### config.mk
export PLATFORM = sky130hd
export DESIGN_NAME = xgriscv_mdu_flat
export DESIGN_NICKNAME = d
export VERILOG_FILES = /design/src/rtl/xgriscv_mdu_if.sv /design/src/rtl/xgriscv_mdu.sv /design/src/flat_wrapper.sv
export SDC_FILE = /design/constraint.sdc
export NUM_CORES = 1
export LEC_CHECK = 0
export ABC_CLOCK_PERIOD_IN_PS = 13100
export BUFFER_PORTS_ARGS = -buffer_cell sky130_fd_sc_hd__buf_2
export CAP_MARGIN = 0
export CORE_AREA = 2 2 355 181
export DETAILED_ROUTE_END_ITERATION = 16
export DIE_AREA = 0 0 357 183
export PLACE_DENSITY = 0.47
export SYNTH_ARGS = -nofsm -noshare
export SYNTH_HDL_FRONTEND = slang
export SYNTH_SLANG_ARGS = --single-unit
export TNS_END_PERCENT = 20
### constraint.sdc
create_clock -name clk -period 13.1 [get_ports clk]
set_input_delay 0 -clock clk [delete_from_list [all_inputs] [get_ports clk]]
set_output_delay 0 -clock clk [all_outputs]
set_load 0.05 [all_outputs]
### src/rtl/xgriscv_mdu_if.sv
// xgriscv_mdu_if: request/response bundle between the execute stage and the
// multiply/divide unit.
//   master (core side): drives valid_i, PreALUop, funct7, funct3, a_i, b_i,
//                       flush_i; observes is_m_o, stall_o, busy_o, done_o,
//                       result_o.
//   slave  (MDU side) : the inverse.
interface xgriscv_mdu_if #(
    parameter int XLEN = 32
);
    logic            valid_i;
    logic [1:0]      PreALUop;
    logic [6:0]      funct7;
    logic [2:0]      funct3;
    logic [XLEN-1:0] a_i;
    logic [XLEN-1:0] b_i;
    logic            flush_i;
    logic            is_m_o;
    logic            stall_o;
    logic            busy_o;
    logic            done_o;
    logic [XLEN-1:0] result_o;

    modport master (
        output valid_i, PreALUop, funct7, funct3, a_i, b_i, flush_i,
        input  is_m_o, stall_o, busy_o, done_o, result_o
    );

    modport slave (
        input  valid_i, PreALUop, funct7, funct3, a_i, b_i, flush_i,
        output is_m_o, stall_o, busy_o, done_o, result_o
    );
endinterface

### src/rtl/xgriscv_mdu.sv
// xgriscv_mdu: multi-cycle RV32M/RV64M multiply/divide unit.
//   clk   : rising-edge clock
//   reset : asynchronous active-high reset
//   bus   : xgriscv_mdu_if slave port
//     valid_i/PreALUop/funct7/funct3/a_i/b_i : instruction in execute
//     flush_i  : synchronous abort; drops any operation in flight
//     is_m_o   : combinational M-group decode
//     stall_o  : holds the pipeline while a result is pending
//     busy_o   : iterating (CALC)
//     done_o   : one-cycle result-valid pulse
//     result_o : registered result, held until the next one is written
// Multiplies use a shift-add loop over a 2*XLEN accumulator ({hi, multiplier});
// divides use a restoring loop over the same accumulator ({remainder, quotient}).
// Both operate on magnitudes; the result sign is applied in the final cycle.
module xgriscv_mdu #(
    parameter int XLEN     = 32,
    parameter bit FAST_MUL = 1'b0
) (
    input  logic          clk,
    input  logic          reset,
    xgriscv_mdu_if.slave  bus
);

    localparam int CW = $clog2(XLEN + 1);

    typedef enum logic [1:0] {
        IDLE = 2'd0,
        CALC = 2'd1,
        DONE = 2'd2
    } state_t;

    typedef enum logic [2:0] {
        OP_MUL    = 3'b000,
        OP_MULH   = 3'b001,
        OP_MULHSU = 3'b010,
        OP_MULHU  = 3'b011,
        OP_DIV    = 3'b100,
        OP_DIVU   = 3'b101,
        OP_REM    = 3'b110,
        OP_REMU   = 3'b111
    } op_t;

    localparam logic [XLEN-1:0] MIN_INT = {1'b1, {(XLEN-1){1'b0}}};

    state_t            state;
    op_t               op_q;
    logic              neg_q;
    logic [CW-1:0]     counter;
    logic [2*XLEN-1:0] acc;
    logic [XLEN-1:0]   opb;
    logic [XLEN-1:0]   result_q;
    logic              done_q;
    logic              busy_q;

    logic              is_m;
    op_t               cur_op;
    logic              cur_mul;
    logic              cur_rem;
    logic              a_signed;
    logic              b_signed;
    logic              sa;
    logic              sb;
    logic [XLEN-1:0]   mag_a;
    logic [XLEN-1:0]   mag_b;
    logic              neg_d;
    logic [2*XLEN-1:0] fast_prod;
    logic              short_hit;
    logic [XLEN-1:0]   short_val;

    logic [XLEN:0]     mul_sum;
    logic [XLEN:0]     div_shift;
    logic [XLEN:0]     div_diff;
    logic [2*XLEN-1:0] step_acc;
    logic [2*XLEN-1:0] prod_signed;
    logic [XLEN-1:0]   quo;
    logic [XLEN-1:0]   rem;
    logic [XLEN-1:0]   final_res;

    assign is_m         = (bus.PreALUop == 2'b10) && (bus.funct7 == 7'b0000001);
    assign bus.is_m_o   = is_m;
    assign bus.stall_o  = ((state == IDLE) && bus.valid_i && is_m) || (state == CALC);
    assign bus.busy_o   = busy_q;
    assign bus.done_o   = done_q;
    assign bus.result_o = result_q;

    // Operand preparation at acceptance: magnitudes, result sign, short-circuits.
    always_comb begin
        cur_op    = op_t'(bus.funct3);
        cur_mul   = ~bus.funct3[2];
        cur_rem   = bus.funct3[2] & bus.funct3[1];
        a_signed  = (cur_op == OP_MULH) || (cur_op == OP_MULHSU) ||
                    (cur_op == OP_DIV)  || (cur_op == OP_REM);
        b_signed  = (cur_op == OP_MULH) || (cur_op == OP_DIV) || (cur_op == OP_REM);
        sa        = a_signed & bus.a_i[XLEN-1];
        sb        = b_signed & bus.b_i[XLEN-1];
        mag_a     = sa ? (~bus.a_i + 1'b1) : bus.a_i;
        mag_b     = sb ? (~bus.b_i + 1'b1) : bus.b_i;
        // Remainder takes the dividend's sign; product and quotient take sa^sb.
        neg_d     = cur_rem ? sa : (sa ^ sb);
        fast_prod = {{XLEN{1'b0}}, mag_a} * {{XLEN{1'b0}}, mag_b};
        if (neg_d) begin
            fast_prod = ~fast_prod + 1'b1;
        end

        short_hit = 1'b0;
        short_val = '0;
        if (!cur_mul && (bus.b_i == '0)) begin
            short_hit = 1'b1;
            short_val = bus.funct3[1] ? bus.a_i : '1;
        end else if (((cur_op == OP_DIV) || (cur_op == OP_REM)) &&
                     (bus.a_i == MIN_INT) && (bus.b_i == '1)) begin
            short_hit = 1'b1;
            short_val = bus.funct3[1] ? '0 : MIN_INT;
        end else if (FAST_MUL && cur_mul) begin
            short_hit = 1'b1;
            short_val = (cur_op == OP_MUL) ? fast_prod[XLEN-1:0]
                                           : fast_prod[2*XLEN-1:XLEN];
        end
    end

    // One iteration step, plus the signed/selected result of the last step.
    always_comb begin
        mul_sum   = {1'b0, acc[2*XLEN-1:XLEN]} + (acc[0] ? {1'b0, opb} : '0);
        div_shift = acc[2*XLEN-1:XLEN-1];
        div_diff  = div_shift - {1'b0, opb};
        step_acc  = acc;
        if (!op_q[2]) begin
            step_acc = {mul_sum, acc[XLEN-1:1]};
        end else if (!div_diff[XLEN]) begin
            step_acc = {div_diff[XLEN-1:0], acc[XLEN-2:0], 1'b1};
        end else begin
            step_acc = {div_shift[XLEN-1:0], acc[XLEN-2:0], 1'b0};
        end

        prod_signed = neg_q ? (~step_acc + 1'b1) : step_acc;
        quo         = neg_q ? (~step_acc[XLEN-1:0] + 1'b1) : step_acc[XLEN-1:0];
        rem         = neg_q ? (~step_acc[2*XLEN-1:XLEN] + 1'b1) : step_acc[2*XLEN-1:XLEN];
        final_res   = '0;
        case (op_q)
            OP_MUL:                       final_res = prod_signed[XLEN-1:0];
            OP_MULH, OP_MULHSU, OP_MULHU: final_res = prod_signed[2*XLEN-1:XLEN];
            OP_DIV, OP_DIVU:              final_res = quo;
            default:                      final_res = rem;
        endcase
    end

    always_ff @(posedge clk or posedge reset) begin
        if (reset) begin
            state    <= IDLE;
            op_q     <= OP_MUL;
            neg_q    <= 1'b0;
            counter  <= '0;
            acc      <= '0;
            opb      <= '0;
            result_q <= '0;
            done_q   <= 1'b0;
            busy_q   <= 1'b0;
        end else begin
            case (state)
                IDLE: begin
                    done_q <= 1'b0;
                    if (bus.valid_i && is_m && !bus.flush_i) begin
                        op_q  <= cur_op;
                        neg_q <= neg_d;
                        if (short_hit) begin
                            result_q <= short_val;
                            done_q   <= 1'b1;
                            state    <= DONE;
                        end else begin
                            acc     <= {{XLEN{1'b0}}, mag_a};
                            opb     <= mag_b;
                            counter <= CW'(XLEN);
                            busy_q  <= 1'b1;
                            state   <= CALC;
                        end
                    end
                end
                CALC: begin
                    if (bus.flush_i) begin
                        counter <= '0;
                        busy_q  <= 1'b0;
                        state   <= IDLE;
                    end else begin
                        counter <= counter - 1'b1;
                        acc     <= step_acc;
                        if (counter == CW'(1)) begin
                            result_q <= final_res;
                            done_q   <= 1'b1;
                            busy_q   <= 1'b0;
                            state    <= DONE;
                        end
                    end
                end
                default: begin
                    done_q <= 1'b0;
                    state  <= IDLE;
                end
            endcase
        end
    end

endmodule

### src/flat_wrapper.sv
// flat-port wrapper written by rule: the top's interface ports become plain ports
module xgriscv_mdu_flat 
#(
    parameter int XLEN     = 32,
    parameter bit FAST_MUL = 1'b0
)
  (clk, reset, bus_valid_i, bus_PreALUop, bus_funct7, bus_funct3, bus_a_i, bus_b_i, bus_flush_i, bus_is_m_o, bus_stall_o, bus_busy_o, bus_done_o, bus_result_o);
  xgriscv_mdu_if #(.XLEN(XLEN)) bus_i ();
  input  logic clk;
  input  logic reset;
  input wire logic [$bits(bus_i.valid_i)-1:0] bus_valid_i;
  input wire logic [$bits(bus_i.PreALUop)-1:0] bus_PreALUop;
  input wire logic [$bits(bus_i.funct7)-1:0] bus_funct7;
  input wire logic [$bits(bus_i.funct3)-1:0] bus_funct3;
  input wire logic [$bits(bus_i.a_i)-1:0] bus_a_i;
  input wire logic [$bits(bus_i.b_i)-1:0] bus_b_i;
  input wire logic [$bits(bus_i.flush_i)-1:0] bus_flush_i;
  output wire logic [$bits(bus_i.is_m_o)-1:0] bus_is_m_o;
  output wire logic [$bits(bus_i.stall_o)-1:0] bus_stall_o;
  output wire logic [$bits(bus_i.busy_o)-1:0] bus_busy_o;
  output wire logic [$bits(bus_i.done_o)-1:0] bus_done_o;
  output wire logic [$bits(bus_i.result_o)-1:0] bus_result_o;
  assign bus_i.valid_i = bus_valid_i;
  assign bus_i.PreALUop = bus_PreALUop;
  assign bus_i.funct7 = bus_funct7;
  assign bus_i.funct3 = bus_funct3;
  assign bus_i.a_i = bus_a_i;
  assign bus_i.b_i = bus_b_i;
  assign bus_i.flush_i = bus_flush_i;
  assign bus_is_m_o = bus_i.is_m_o;
  assign bus_stall_o = bus_i.stall_o;
  assign bus_busy_o = bus_i.busy_o;
  assign bus_done_o = bus_i.done_o;
  assign bus_result_o = bus_i.result_o;
  xgriscv_mdu #(.XLEN(XLEN), .FAST_MUL(FAST_MUL)) u_core (.clk(clk), .reset(reset), .bus(bus_i));
endmodule
# Word-level counts from Yosys, hierarchy flattened
# Cells that the tools add are included.
[word_totals]
regBits = 142
in_bits = 80
output_inout_bits = 36
wordCells = 122
[classes]
addsub = 8
eq_ne = 21
mux = 44
bitwise = 10
n_reduce_logical = 30
[ops]
columns = ["operator", "count"]
rows = [
  ["$mux W32", 13],
  ["$mux W64", 6],
  ["$add A32 B1 Y32 const B", 4],
  ["$not A32 Y32", 4],
  ["$pmux W64 S2", 1],
  ["$pmux W32 S3", 1],
  ["$add A64 B1 Y64 const B", 1],
  ["$eq A32 B32 Y1 const B", 2],
  ["$not A64 Y64", 1],
  ["$pmux W32 S2", 1],
  ["$add A32 B33 Y33", 1],
  ["$sub A33 B32 Y33", 1],
  ["$logic_not A32 Y1", 1],
  ["$mux W6", 3],
  ["$eq A3 B3 Y1 const B", 4],
  ["$pmux W6 S2", 1],
  ["$mux W1", 11],
  ["$eq A3 B2 Y1 const B", 3],
  ["$logic_and A1 B1 Y1", 8],
  ["$mux W2", 4],
  ["$ne A2 B2 Y1 const B", 4],
  ["$reduce_and A4 Y1", 2],
  ["$eq A7 B1 Y1 const B", 1],
  ["$logic_or A1 B1 Y1", 7],
  ["other kinds (21)", 28],
]

# Logic depth before layout (Yosys ltp)
# Gate-level depths: netlist of run 1.
[depth]
word_depth = 10
mapped_depth = 24
depth_no_buf = 24

# Least setup slack after synthesis of run 1
# Ideal clock, no wire load.
[synth_path]
path_kind = "register to register"
start = "register u_core.op_q[2]"
end = "register u_core.result_q[8], in the netlist u_core.bus.result_o[8]"
setup_ns = 0.126
arrival_time_ns = 5.725
required_ns = 12.974
slack_ns = 7.249
path_stages_with_launch = 23
path_buffers = 9
synth_period_minus_slack_ns = 5.851
path_cell_list = "dfrtp_1 -> clkbuf_1 -> clkbuf_1 -> buf_1 -> clkbuf_1 -> buf_1 -> clkbuf_1 -> buf_1 -> clkbuf_1 -> nor2b_1 -> nor2_1 -> ha_1 -> o211ai_1 -> or2_2 -> nor4b_1 -> nand3_1 -> or3_1 -> clkbuf_1 -> nand2_1 -> mux2_2 -> a21oi_1 -> o21ai_0 -> a221o_1"
[synth_via]
elab_chain_cells = 8
[synth_lines]
columns = ["item", "line_no", "source"]
rows = [
  ["start: declaration", "xgriscv_mdu.sv:46", "op_t op_q;"],
  ["start signal: assignment", "xgriscv_mdu.sv:163", "op_q <= cur_op;"],
  ["$mux W64", "xgriscv_mdu.sv:127", "if (!op_q[2]) begin"],
  ["$not A64 Y64 (tied with other cells)", "xgriscv_mdu.sv:135", "prod_signed = neg_q ? (~step_acc + 1'b1) : step_acc;"],
  ["$add A64 B1 Y64 (tied with other cells)", "xgriscv_mdu.sv:135", ""],
  ["$mux W64 (tied with other cells)", "xgriscv_mdu.sv:135", ""],
  ["$pmux W32 S3 *", "xgriscv_mdu.sv:139", "case (op_q)"],
  ["$mux W32 *", "xgriscv_mdu.sv:186", "if (counter == CW'(1)) begin"],
  ["$mux W32 *", "xgriscv_mdu.sv:179", "if (bus.flush_i) begin"],
  ["$pmux W32 S2 *", "xgriscv_mdu.sv:159", "case (state)"],
  ["end signal: assignment", "xgriscv_mdu.sv:166", "result_q <= short_val;"],
  ["end signal: assignment", "xgriscv_mdu.sv:187", "result_q <= final_res;"],
  ["end: declaration", "xgriscv_mdu.sv:51", "logic [XLEN-1:0] result_q;"],
]
# Every way passes the cells marked *; elsewhere a longest branch is shown, timed or not. The select of a mux whose other input is x is not followed.
# A chain may end at the register's enable or synchronous reset.

# Worst setup path in the final report of run 1
[layout_path]
start = "register u_core.acc[0]"
end = "register u_core.result_q[27], in the netlist u_core.bus.result_o[27]"
[layout_via]
elab_chain_cells = 10
[layout_lines]
columns = ["item", "line_no", "source"]
rows = [
  ["start: declaration", "xgriscv_mdu.sv:49", "logic [2*XLEN-1:0] acc;"],
  ["start signal: assignment", "xgriscv_mdu.sv:170", "acc <= {{XLEN{1'b0}}, mag_a};"],
  ["start signal: assignment", "xgriscv_mdu.sv:185", "acc <= step_acc;"],
  ["$mux W32", "xgriscv_mdu.sv:123", "mul_sum = {1'b0, acc[2*XLEN-1:XLEN]} + (acc[0] ? {1'b0, opb} : '0);"],
  ["$add A32 B33 Y33", "xgriscv_mdu.sv:123", ""],
  ["$mux W64 *", "xgriscv_mdu.sv:127", ""],
  ["$not A64 Y64 / $not A32 Y32 (equally long branches)", "xgriscv_mdu.sv:135, xgriscv_mdu.sv:137", ""],
  ["$add A64 B1 Y64 / $add A32 B1 Y32 (equally long branches)", "xgriscv_mdu.sv:135, xgriscv_mdu.sv:137", ""],
  ["$mux W64 / $mux W32 (equally long branches)", "xgriscv_mdu.sv:135, xgriscv_mdu.sv:137", ""],
  ["$pmux W32 S3 *", "xgriscv_mdu.sv:139", ""],
  ["$mux W32 *", "xgriscv_mdu.sv:186", ""],
  ["$mux W32 *", "xgriscv_mdu.sv:179", ""],
  ["$pmux W32 S2 *", "xgriscv_mdu.sv:159", ""],
]
# Marked as above.

==> impl_metrics.py, run 1 <==
metrics = {
    "run_status": {
        "outcome": "completed",
    },
    "setup_path": {
        "reg2regPathDepth": 16,
        "crit_required_ns": 13.46,
        "cp_max_fo": 34,
        "cp_slowest_stage_delay_ns": 1.09,
        "crit_slowest_cell": "nor3b_1",
        "startpoint_type": "flop",
        "cp-end-kind": "flop",
        "worstSetupPathType": "reg -> reg",
        "crit_chain": "and2_1 > ha_1 > fa_1 > a21o_1 > a221oi_1 > o21ai_0 > a221oi_1 > xor2_1 > nor2_1 > a311o_1 > nor3b_1 > nand3_1 > o41ai_1 > xor2_1 > a21oi_1 > o21ai_1",
        "arrival_ns": 7.90,
    },
    "synth": {
        "yosys.cell_types.count": 98,
        "syn_nets": 2253,
        "yosysSeqAreaShare_pct": 23.03,
        "synth_commonest_cells": "nand2_1 (235), o21ai_0 (222), a21oi_1 (198)",
        "synth_top_cell_by_area": "dfrtp_1",
        "ys_ff_latch": 142,
        "ys.flop_type": "dfrtp_1",
        "ys_warn_count": 0,
        "async_flop_share_pct": 100.0,
        "yosys.area.top_type_share_pct": 23.03,
        "ys_top_cells_by_area": "dfrtp_1 (23%), o21ai_0 (7.2%), a21oi_1 (6.4%)",
        "syn_inst": 2100,
        "synth_edf_count": 0,
        "yosysMostFrequentCell": "nand2_1",
        "synth.avg_cell_area_um2": 7.349,
        "syn_area_um2": 15430,
    },
    "floorplanning": {
        "die_h_um": 183,
        "die_w_um": 357,
        "core-area_um2": 62300,
        "num_rows": 65,
        "ios": 116,
        "start_util_pct": 24.77,
        "die-area_um2": 65330,
    },
    "clock_network": {
        "cts_inserted_buffers": 17,
        "cts_buffer_depth": 2,
        "cts-root-buf": "clkbuf_16",
        "cts_num_sinks": 142,
        "cts_tree": "built",
        "clkLatencyLatePin_ns": 0.48,
        "post_cts_buffers": 0,
        "clkTransAtPathRegs_ns": 0.07,
        "htree_levels": 4,
    },
    "grt": {
        "met1_usage_pct": 33.92,
        "grt-ovfl-total": 0,
        "use_met2_pct": 25.44,
        "grtUsageTotal_pct": 20.89,
        "grt_max_degree": 80,
        "grt_util_met3_pct": 6.716,
        "busiest_layer": "met1",
        "grt_pass1_vias": 15630,
        "grt_pass1_wl_um": 102600,
        "antenna_found_initial": 4,
    },
    "sta": {
        "slew-limit-headroom_pct": 7.426,
        "fmax_mhz": 132.6,
        "finalHoldViolations": 0,
        "rsz0062_at_grt": "false",
        "worst_pin_slew_ns": 1.379,
        "period_share_pct": 57.57,
        "finalClockSkew_ns": 0.01444,
        "fin_crit_ns": 7.542,
        "report.final.slew_viol_count": 0,
        "setup_tns_ns": 0,
        "setup_viol": 0,
        "whs_ns": 0.01448,
    },
    "route": {
        "detail_route.wl_per_cell_um": 22.70,
        "routed_wl_um": 69320,
        "via_count": 16900,
        "drc": 0,
        "dr.pass1.iters": 6,
        "vias_per_cell": 5.537,
        "ant_nets": 0,
        "drt_iter0_markers": 2016,
    },
    "place": {
        "io_buffers": 115,
        "globalplace.congestion": 0.9707,
        "dpl.cell_count": 2961,
        "dpl.hpwl_um": 54640,
        "place_area_um2": 16840,
    },
    "final_layout": {
        "drive_above_1_share_pct": 10.84,
        "fin_nets": 2356,
        "postLayoutCoreUtil_pct": 29.06,
        "instances_no_fill": 3053,
        "nFillCells": 6791,
        "area_delta_synth_final_pct": 17.30,
        "design_area_um2": 18100,
    },
    "run": {
        "cap_violations": 0,
    },
    "min_path": {
        "hold_class": "in -> reg",
        "holdPathStages": 3,
    },
    "power": {
        "peakVddDrop_mv": 0.09836,
        "leakage_nw": 7.593,
        "p_per_area_nw_per_um2": 83.87,
    },
}
==> timing repair <==
item,CTS,global route
hold buffers,60,0
hold endpoints to repair,109,0
gates resized for setup,0,0
endpoints found under the setup margin,0,0
==> kinds of logic after synthesis <==
group / after synthesis / share of synthesized area (%)
adder cells (fa/ha/maj): 73 / 6.016
AO/OA/AOI/OAI: 726 / 29.80
flip-flops: 142 / 23.03
buffers and inverters: 199 / 5.043
AND/OR/NAND/NOR: 745 / 23.26
multiplexers: 53 / 3.665
XOR/XNOR: 162 / 9.194
==> cell usage in the layout, fill, tap and decap left out, drive strengths merged, types with 15 or more instances in the layout <==
cell,Yosys,final
clkbuf,101,22
ha,71,71
dlygate4sd3,0,60
nor4,19,19
o211ai,17,17
inv,71,70
o21a,19,19
buf,26,151
a31oi,24,24
a21o,25,25
dfrtp,142,142
and2,49,49
mux2i,38,38
o41ai,17,17
a22o,15,15
mux2,15,15
and3,16,16
o31ai,39,39
a21oi,199,199
nand2b,18,18
nor3,57,57
a221oi,15,15
nand4,31,31
xnor2,81,81
xor2,81,81
nand3,43,43
nand2,236,236
o21ai,242,242
or3,23,23
nor2,198,198
==> final cells by class <==
type,instances,area [µm²],area share (%)
timing repair buffer,211,1446,7.990
multi-input combinational,1759,11120,61.40
sequential,142,3558,19.66
clock inverter,9,182.7,1.009
inverter,72,275.3,1.521
tap,837,1047,5.785
clock buffer,22,474.2,2.620
antenna,1,2.502,0.01382
==> stage by stage <==
stage,worst slack [ns],power (mW)
CTS,6.246,1.518
detailed placement,6.279,0.9104
global route,5.468,1.587
global placement,6.227,0.9090
floorplan,7.249,0.7538
finish,5.558,1.518
==> registers in the layout, indices dropped and copies added, names as in the netlist <==
| register | cells |
|---|---|
| u_core.acc | 64 |
| u_core.bus.busy_o | 1 |
| u_core.bus.done_o | 1 |
| u_core.bus.result_o | 32 |
| u_core.counter | 6 |
| u_core.neg_q | 1 |
| u_core.op_q | 3 |
| u_core.opb | 32 |
| u_core.state | 2 |
==> report_power, final <==
part / switching (mW) / internal, mW
Sequential: 0.0176 / 0.449
Clock: 0.233 / 0.353
Combinational: 0.304 / 0.162
Total: 0.554 / 0.964
==> worst max-delay path: cells and delay by family, from the launching register on <==
| kind | cells | cell delay, ns |
|---|---|---|
| adder cells (fa/ha/maj) | 2 | 0.61 |
| XOR/XNOR | 2 | 0.38 |
| flip-flops | 1 | 0.85 |
| AND/OR/NAND/NOR | 4 | 2.09 |
| AO/OA/AOI/OAI | 8 | 3.51 |
==> final timing paths <==
kind                                        start                       to  slack [ns]
min in group asynchronous                   reset   u_core.bus.result_o[2]        0.11
min reg2reg                u_core.bus.result_o[1]   u_core.bus.result_o[1]        0.48
max reg2reg                         u_core.acc[0]  u_core.bus.result_o[27]        5.56
max                                 u_core.acc[0]  u_core.bus.result_o[27]        5.56
min                                   bus_b_i[27]           u_core.opb[27]        0.01
max in group asynchronous                   reset           u_core.acc[56]       11.64
==> per-layer routing <==
layer	vias to the layer above	wire length, µm
met3	49	7088
met2	686	24840
met5	-	202
met1	8272	36470
li1	7892	-
met4	4	723
Power figures use the tool's default switching activity.
==> run 2: changes to the inputs <==
--- a/config.mk
+++ b/config.mk
@@ -5,13 +5,13 @@
 export SDC_FILE = /design/constraint.sdc
 export NUM_CORES = 1
 export LEC_CHECK = 0
-export ABC_CLOCK_PERIOD_IN_PS = 13100
+export ABC_CLOCK_PERIOD_IN_PS = 6250
 export BUFFER_PORTS_ARGS = -buffer_cell sky130_fd_sc_hd__buf_2
 export CAP_MARGIN = 0
 export CORE_AREA = 2 2 355 181
 export DETAILED_ROUTE_END_ITERATION = 16
 export DIE_AREA = 0 0 357 183
-export PLACE_DENSITY = 0.47
+export PLACE_DENSITY = 0.48
 export SYNTH_ARGS = -nofsm -noshare
 export SYNTH_HDL_FRONTEND = slang
 export SYNTH_SLANG_ARGS = --single-unit
==> constraint.sdc (replaced) <==
create_clock -name clk -period 6.25 [get_ports clk]
set_input_delay 0 -clock clk [delete_from_list [all_inputs] [get_ports clk]]
set_output_delay 0 -clock clk [all_outputs]
set_load 0.05 [all_outputs]
==> run 2 against run 1 <==
The run now ends with hold timing left. Utilization grew 0.47 points. First-iteration DRC count grew 1.3%. Wire length decreased by 0.60%. Cell count rose by 1.5%. Critical endpoint is now u_core.bus.result_o[30]. Largest cell class unchanged.
==> impl_metrics.py, run 2 (synthesis gave the netlist of run 1 again) <==
metrics = {
    "final_layout": {
        "largest_reg_flops": 64,
        "layout_commonest_cell": "nand2_1",
        "top_register": "u_core.acc",
        "nFillCells": 6841,
        "fin_nets": 2401,
        "antenna_cells": 0,
        "drive_above_1_share_pct": 12.61,
        "most-common-layout-cells": "nand2_1 (234), o21ai_0 (222), a21oi_1 (198)",
        "area_delta_synth_final_pct": 19.21,
    },
    "route": {
        "drc": 0,
        "via_count": 17080,
        "drt_iter0_markers": 2043,
        "routed_wl_um": 68900,
        "detail_route.wl_per_cell_um": 22.24,
        "ant_nets": 0,
        "dr.pass1.iters": 7,
        "vias_per_cell": 5.514,
    },
    "grt": {
        "antenna_found_initial": 2,
        "grt_pass1_wl_um": 102600,
        "grt_pass1_vias": 15690,
        "grt_max_degree": 80,
        "grtUsageTotal_pct": 20.80,
        "grt-ovfl-total": 0,
    },
    "power": {
        "leakage_nw": 7.799,
        "p_total_mw": 3.101,
        "peakVddDrop_mv": 0.1840,
        "p_per_area_nw_per_um2": 168.5,
    },
    "sta": {
        "fin_crit_ns": 5.925,
        "period_share_pct": 94.80,
        "setup_tns_ns": 0,
        "fmax_mhz": 168.8,
        "report.final.slew_viol_count": 0,
        "rsz0062_at_grt": "false",
        "worst_pin_slew_ns": 1.286,
        "finalHoldViolations": 1,
        "finalClockSkew_ns": 0.01696,
        "whs_ns": -0.004917,
        "slew-limit-headroom_pct": 13.64,
        "setup_viol": 0,
    },
    "clock_network": {
        "cts_num_sinks": 142,
        "cts_buffer_depth": 2,
        "cts_tree": "built",
        "cts_resized": 0,
        "ctsHoldBuffers": 60,
        "cts_inserted_buffers": 17,
        "post_cts_buffers": 0,
        "cts-root-buf": "clkbuf_16",
        "htree_levels": 4,
        "clkTransAtPathRegs_ns": 0.07,
        "clkLatencyLatePin_ns": 0.47,
    },
    "min_path": {
        "hold_class": "in -> reg",
    },
    "setup_path": {
        "cp-end-kind": "flop",
        "cp_max_fo": 7,
        "worstSetupPathType": "reg -> reg",
        "startpoint_type": "flop",
        "arrival_ns": 6.27,
        "crit_required_ns": 6.59,
    },
    "floorplanning": {
        "core-area_um2": 62300,
        "die_h_um": 183,
        "ios": 116,
        "start_util_pct": 24.77,
        "die_w_um": 357,
        "num_rows": 65,
        "die-area_um2": 65330,
    },
    "run": {
        "cap_violations": 0,
    },
    "place": {
        "globalplace.congestion": 0.9716,
        "io_buffers": 115,
        "dpl.hpwl_um": 55320,
    },
    "run_status": {
        "violations": "hold timing",
        "outcome": "finished, violations left",
    },
}
[run 2: layout make-up]
| cell class | instances | area, µm² | area share (%) |
|---|---|---|---|
| clock inverters | 11 | 141.4 | 0.7685 |
| well taps | 837 | 1047 | 5.692 |
| inverters | 72 | 275.3 | 1.496 |
| repair buffers | 256 | 1809 | 9.834 |
| clock buffers | 21 | 450.4 | 2.448 |
| multi-input cells | 1759 | 11120 | 60.42 |
| flip-flops and latches | 142 | 3558 | 19.34 |
[run 2: through the flow]
step                      hold slack (ns)  instances  setup slack [ns]  utilization (%)  instance area [µm²]
final                           -0.004917       3098            0.3250            29.53                18400
after global routing              0.02268       3098           0.02435            29.53                18400
after CTS                        0.001290       3098            0.4025            29.53                18400
after detailed placement           0.2251       3006            0.4388            27.62                17210
after global placement             0.2266       3006            0.4684            27.62                17210
after floorplan                    0.1168       2100            0.3994                -                15430
[run 2: power by group]
group	leakage [nW]	switching (mW)	internal, mW
Clock	0.283	0.482	0.637
Sequential	1.91	0.0352	0.942
Combinational	5.60	0.628	0.377
[run 2: worst paths after layout]
check / from / end / slack [ns] / depth (start not counted)
setup reg to reg: u_core.acc[31] / u_core.bus.result_o[30] / 0.32 / 24
setup / recovery: u_core.acc[31] / u_core.bus.result_o[30] / 0.32 / 24
hold reg to reg: u_core.bus.result_o[1] / u_core.bus.result_o[1] / 0.48 / 1
min in group asynchronous: reset / u_core.bus.result_o[6] / 0.24 / 3
hold / removal: bus_b_i[1] / u_core.opb[1] / -0.005 / 3
max in group asynchronous: reset / u_core.opb[26] / 4.52 / 4
[run 2: critical path, cell delays in order (launching register included)]
cell and delay (ns):
dfrtp_1 0.46, inv_1 0.08, ha_1 0.20, inv_1 0.07
fa_1 0.24, a211oi_2 0.12, o211ai_4 0.28, a311oi_4 0.18
or4_4 0.55, mux2_4 0.36, nor2_8 0.06, nor2_1 0.18
ha_1 0.21, o211ai_1 0.12, or2_2 0.36, nor4b_1 0.27
buf_4 0.18, nand3_1 0.13, or2_2 0.36, nor2_1 0.16
nand3_1 0.28, o41ai_2 0.40, xor2_1 0.12, a221oi_1 0.29
o21ai_1 0.11
[run 2: layer usage]
layer	share of wire, %	wire [µm]	GRT usage, %	up-vias
li1	-	-	-	7969
met3	11	7902	6.637	49
met5	0.019	13	0	-
met2	35	24020	24.68	804
met4	1.0	697	3.546	2
met1	53	36270	34.45	8259
==> run 3: changes to the inputs <==
--- a/config.mk
+++ b/config.mk
@@ -8,10 +8,12 @@
 export ABC_CLOCK_PERIOD_IN_PS = 6250
 export BUFFER_PORTS_ARGS = -buffer_cell sky130_fd_sc_hd__buf_2
 export CAP_MARGIN = 0
-export CORE_AREA = 2 2 355 181
+export CORE_AREA = 10 10 363 189
 export DETAILED_ROUTE_END_ITERATION = 16
-export DIE_AREA = 0 0 357 183
+export DIE_AREA = 0 0 373 199
+export GPL_ROUTABILITY_DRIVEN = 0
 export PLACE_DENSITY = 0.48
+export RECOVER_POWER = 50
 export SYNTH_ARGS = -nofsm -noshare
 export SYNTH_HDL_FRONTEND = slang
 export SYNTH_SLANG_ARGS = --single-unit
==> run 3 against run 2 <==
The run ends with hold timing, capacitance limit, slew limit left. Worst setup slack improved by 0.093 ns. Largest cell class unchanged. Clock skew rose by 0.00094 ns. Critical path depth decreased by 3. Register-to-register slack gained 0.09 ns. Non-clock buffer count is 11 higher. Cell area grew 0.15%.
==> impl_metrics.py, run 3 (synthesis gave the netlist of run 1 again) <==
metrics = {
    "route": {
        "highest_layer": "met5",
        "wl_met2_um": 25170,
        "met3_length_um": 7951,
        "ant_nets": 0,
        "drt_iter0_markers": 2097,
        "drc": 0,
        "detail_route.wl_per_cell_um": 22.28,
        "met1_length_um": 35410,
        "vias_per_cell": 5.538,
        "routed_wl_um": 69260,
        "dr.pass1.iters": 6,
        "via_count": 17220,
    },
    "min_path": {
        "hold_class": "in -> reg",
    },
    "place": {
        "io_buffers": 115,
        "dpl.hpwl_um": 56080,
    },
    "clock_network": {
        "clkLatencyLatePin_ns": 0.48,
        "clkTransAtPathRegs_ns": 0.07,
        "cts_inserted_buffers": 17,
        "htree_levels": 4,
        "cts_buffer_depth": 2,
        "cts-root-buf": "clkbuf_16",
        "cts_num_sinks": 142,
        "post_cts_buffers": 0,
        "cts_tree": "built",
    },
    "grt": {
        "grtUsageTotal_pct": 18.06,
        "grt_pass1_vias": 16070,
        "grt_max_degree": 79,
        "antenna_found_initial": 3,
        "grt-ovfl-total": 0,
        "grt_pass1_wl_um": 102900,
    },
    "run_status": {
        "violations": "hold timing, capacitance limit, slew limit",
        "outcome": "finished, violations left",
    },
    "sta": {
        "fmax_mhz": 171.5,
        "whs_ns": -0.003410,
        "finalClockSkew_ns": 0.01790,
        "finalHoldViolations": 1,
        "fin_crit_ns": 5.832,
        "report.final.slew_viol_count": 147,
        "slew-limit-headroom_pct": -127.9,
        "setup_viol": 0,
        "rsz0062_at_grt": "false",
        "worst_pin_slew_ns": 3.418,
        "period_share_pct": 93.32,
        "setup_tns_ns": 0,
    },
    "floorplanning": {
        "die_h_um": 199,
        "num_rows": 65,
        "start_util_pct": 24.74,
        "die-area_um2": 74230,
        "core-area_um2": 62380,
        "ios": 116,
        "die_w_um": 373,
    },
    "setup_path": {
        "cp_max_fo": 11,
        "r2r_setup_slack_ns": 0.42,
        "arrival_ns": 6.18,
        "r2r-start": "u_core.acc[50]",
        "crit_path_end": "u_core.bus.result_o[30]",
        "reg2regPathDepth": 21,
        "crit_required_ns": 6.60,
        "r2r-end": "u_core.bus.result_o[30]",
        "cp-end-kind": "flop",
        "critPathLaunch": "u_core.acc[50]",
        "startpoint_type": "flop",
        "worstSetupPathType": "reg -> reg",
    },
    "final_layout": {
        "layout_commonest_cell": "nand2_1",
        "drive_above_1_share_pct": 11.58,
        "fin_nets": 2412,
        "area_delta_synth_final_pct": 19.39,
        "nFillCells": 6772,
        "most-common-layout-cells": "nand2_1 (234), o21ai_0 (222), a21oi_1 (198)",
        "antenna_cells": 0,
        "largest_reg_flops": 64,
        "top_register": "u_core.acc",
    },
    "power": {
        "p_total_mw": 3.019,
        "leakage_nw": 7.668,
        "peakVddDrop_mv": 0.2411,
        "p_per_area_nw_per_um2": 163.9,
    },
    "run": {
        "cap_violations": 3,
    },
}
[run 3: cell count changes in the layout (fill, tap and decap cells not counted), moves of 2 or more]
cell / change
clkbuf_1: +35
clkinvlp_4: +2
bufinv_16: -3
buf_2: -35
nor3_1: -2
dlygate4sd3_1: +3
buf_4: +5
[run 3: metal layers]
metal,track usage [%],vias to the layer above
li1,-,7998
met1,27.87,8379
met2,22.73,776
met3,6.868,60
met4,2.697,4
met5,1.412,-
[run 3: final cells by class]
class,count,area (µm²),share of cell area [%]
inverter,72,271.5,1.474
timing repair buffer,267,1861,10.10
clock inverter,12,87.58,0.4753
sequential,142,3558,19.31
clock buffer,20,456.7,2.479
multi-input combinational,1759,11140,60.48
tap,837,1047,5.684
[run 3: worst max-delay path, stage by stage, from the launching register on]
cell and delay (ns):
dfrtp_1 0.47, ha_2 0.50, nand3_1 0.18, nor3_2 0.26, nand3_1 0.26, or4_4 0.52
mux2_4 0.27, nor2_8 0.05, nor2_1 0.16, ha_1 0.20, o211ai_1 0.11, or2_2 0.36
nor4b_1 0.30, buf_4 0.18, nand3_1 0.14, or2_2 0.39, nor2_1 0.15, nand3_1 0.28
o41ai_2 0.43, xor2_1 0.11, a221oi_1 0.26, o21ai_1 0.11
[run 3: timing repair]
action	4_1_cts	5_1_grt
gates resized for setup	0	5
endpoints found under the setup margin	0	22
hold buffers	63	0
endpoints found under the hold margin	110	0
[run 3: worst min path at each step]
stage | start | endpoint | cells after the start
floorplan | bus_funct3[2] | u_core.op_q[2] | 2
global placement | reset | u_core.bus.result_o[3] | 2
detailed placement | reset | u_core.bus.result_o[3] | 2
CTS | bus_b_i[27] | u_core.opb[27] | 3
global route | bus_a_i[22] | u_core.bus.result_o[22] | 5
finish | bus_b_i[27] | u_core.opb[27] | 3
[run 3: per-stage QoR]
step,utilization (%),cells,cell area [µm²],setup slack [ns]
global placement,27.70,3014,17280,0.07410
finish,29.54,3109,18430,0.4178
CTS,29.59,3109,18460,0.02283
floorplan,-,2100,15430,0.3994
global route,29.54,3109,18430,0.07000
detailed placement,27.70,3014,17280,0.05033
[run 3: power by group]
part / switching (mW) / leakage [nW] / internal (mW) / total [mW]
clock network: 0.502 / 0.255 / 0.530 / 1.03
registers: 0.0365 / 1.91 / 0.941 / 0.978
logic: 0.628 / 5.50 / 0.382 / 1.01
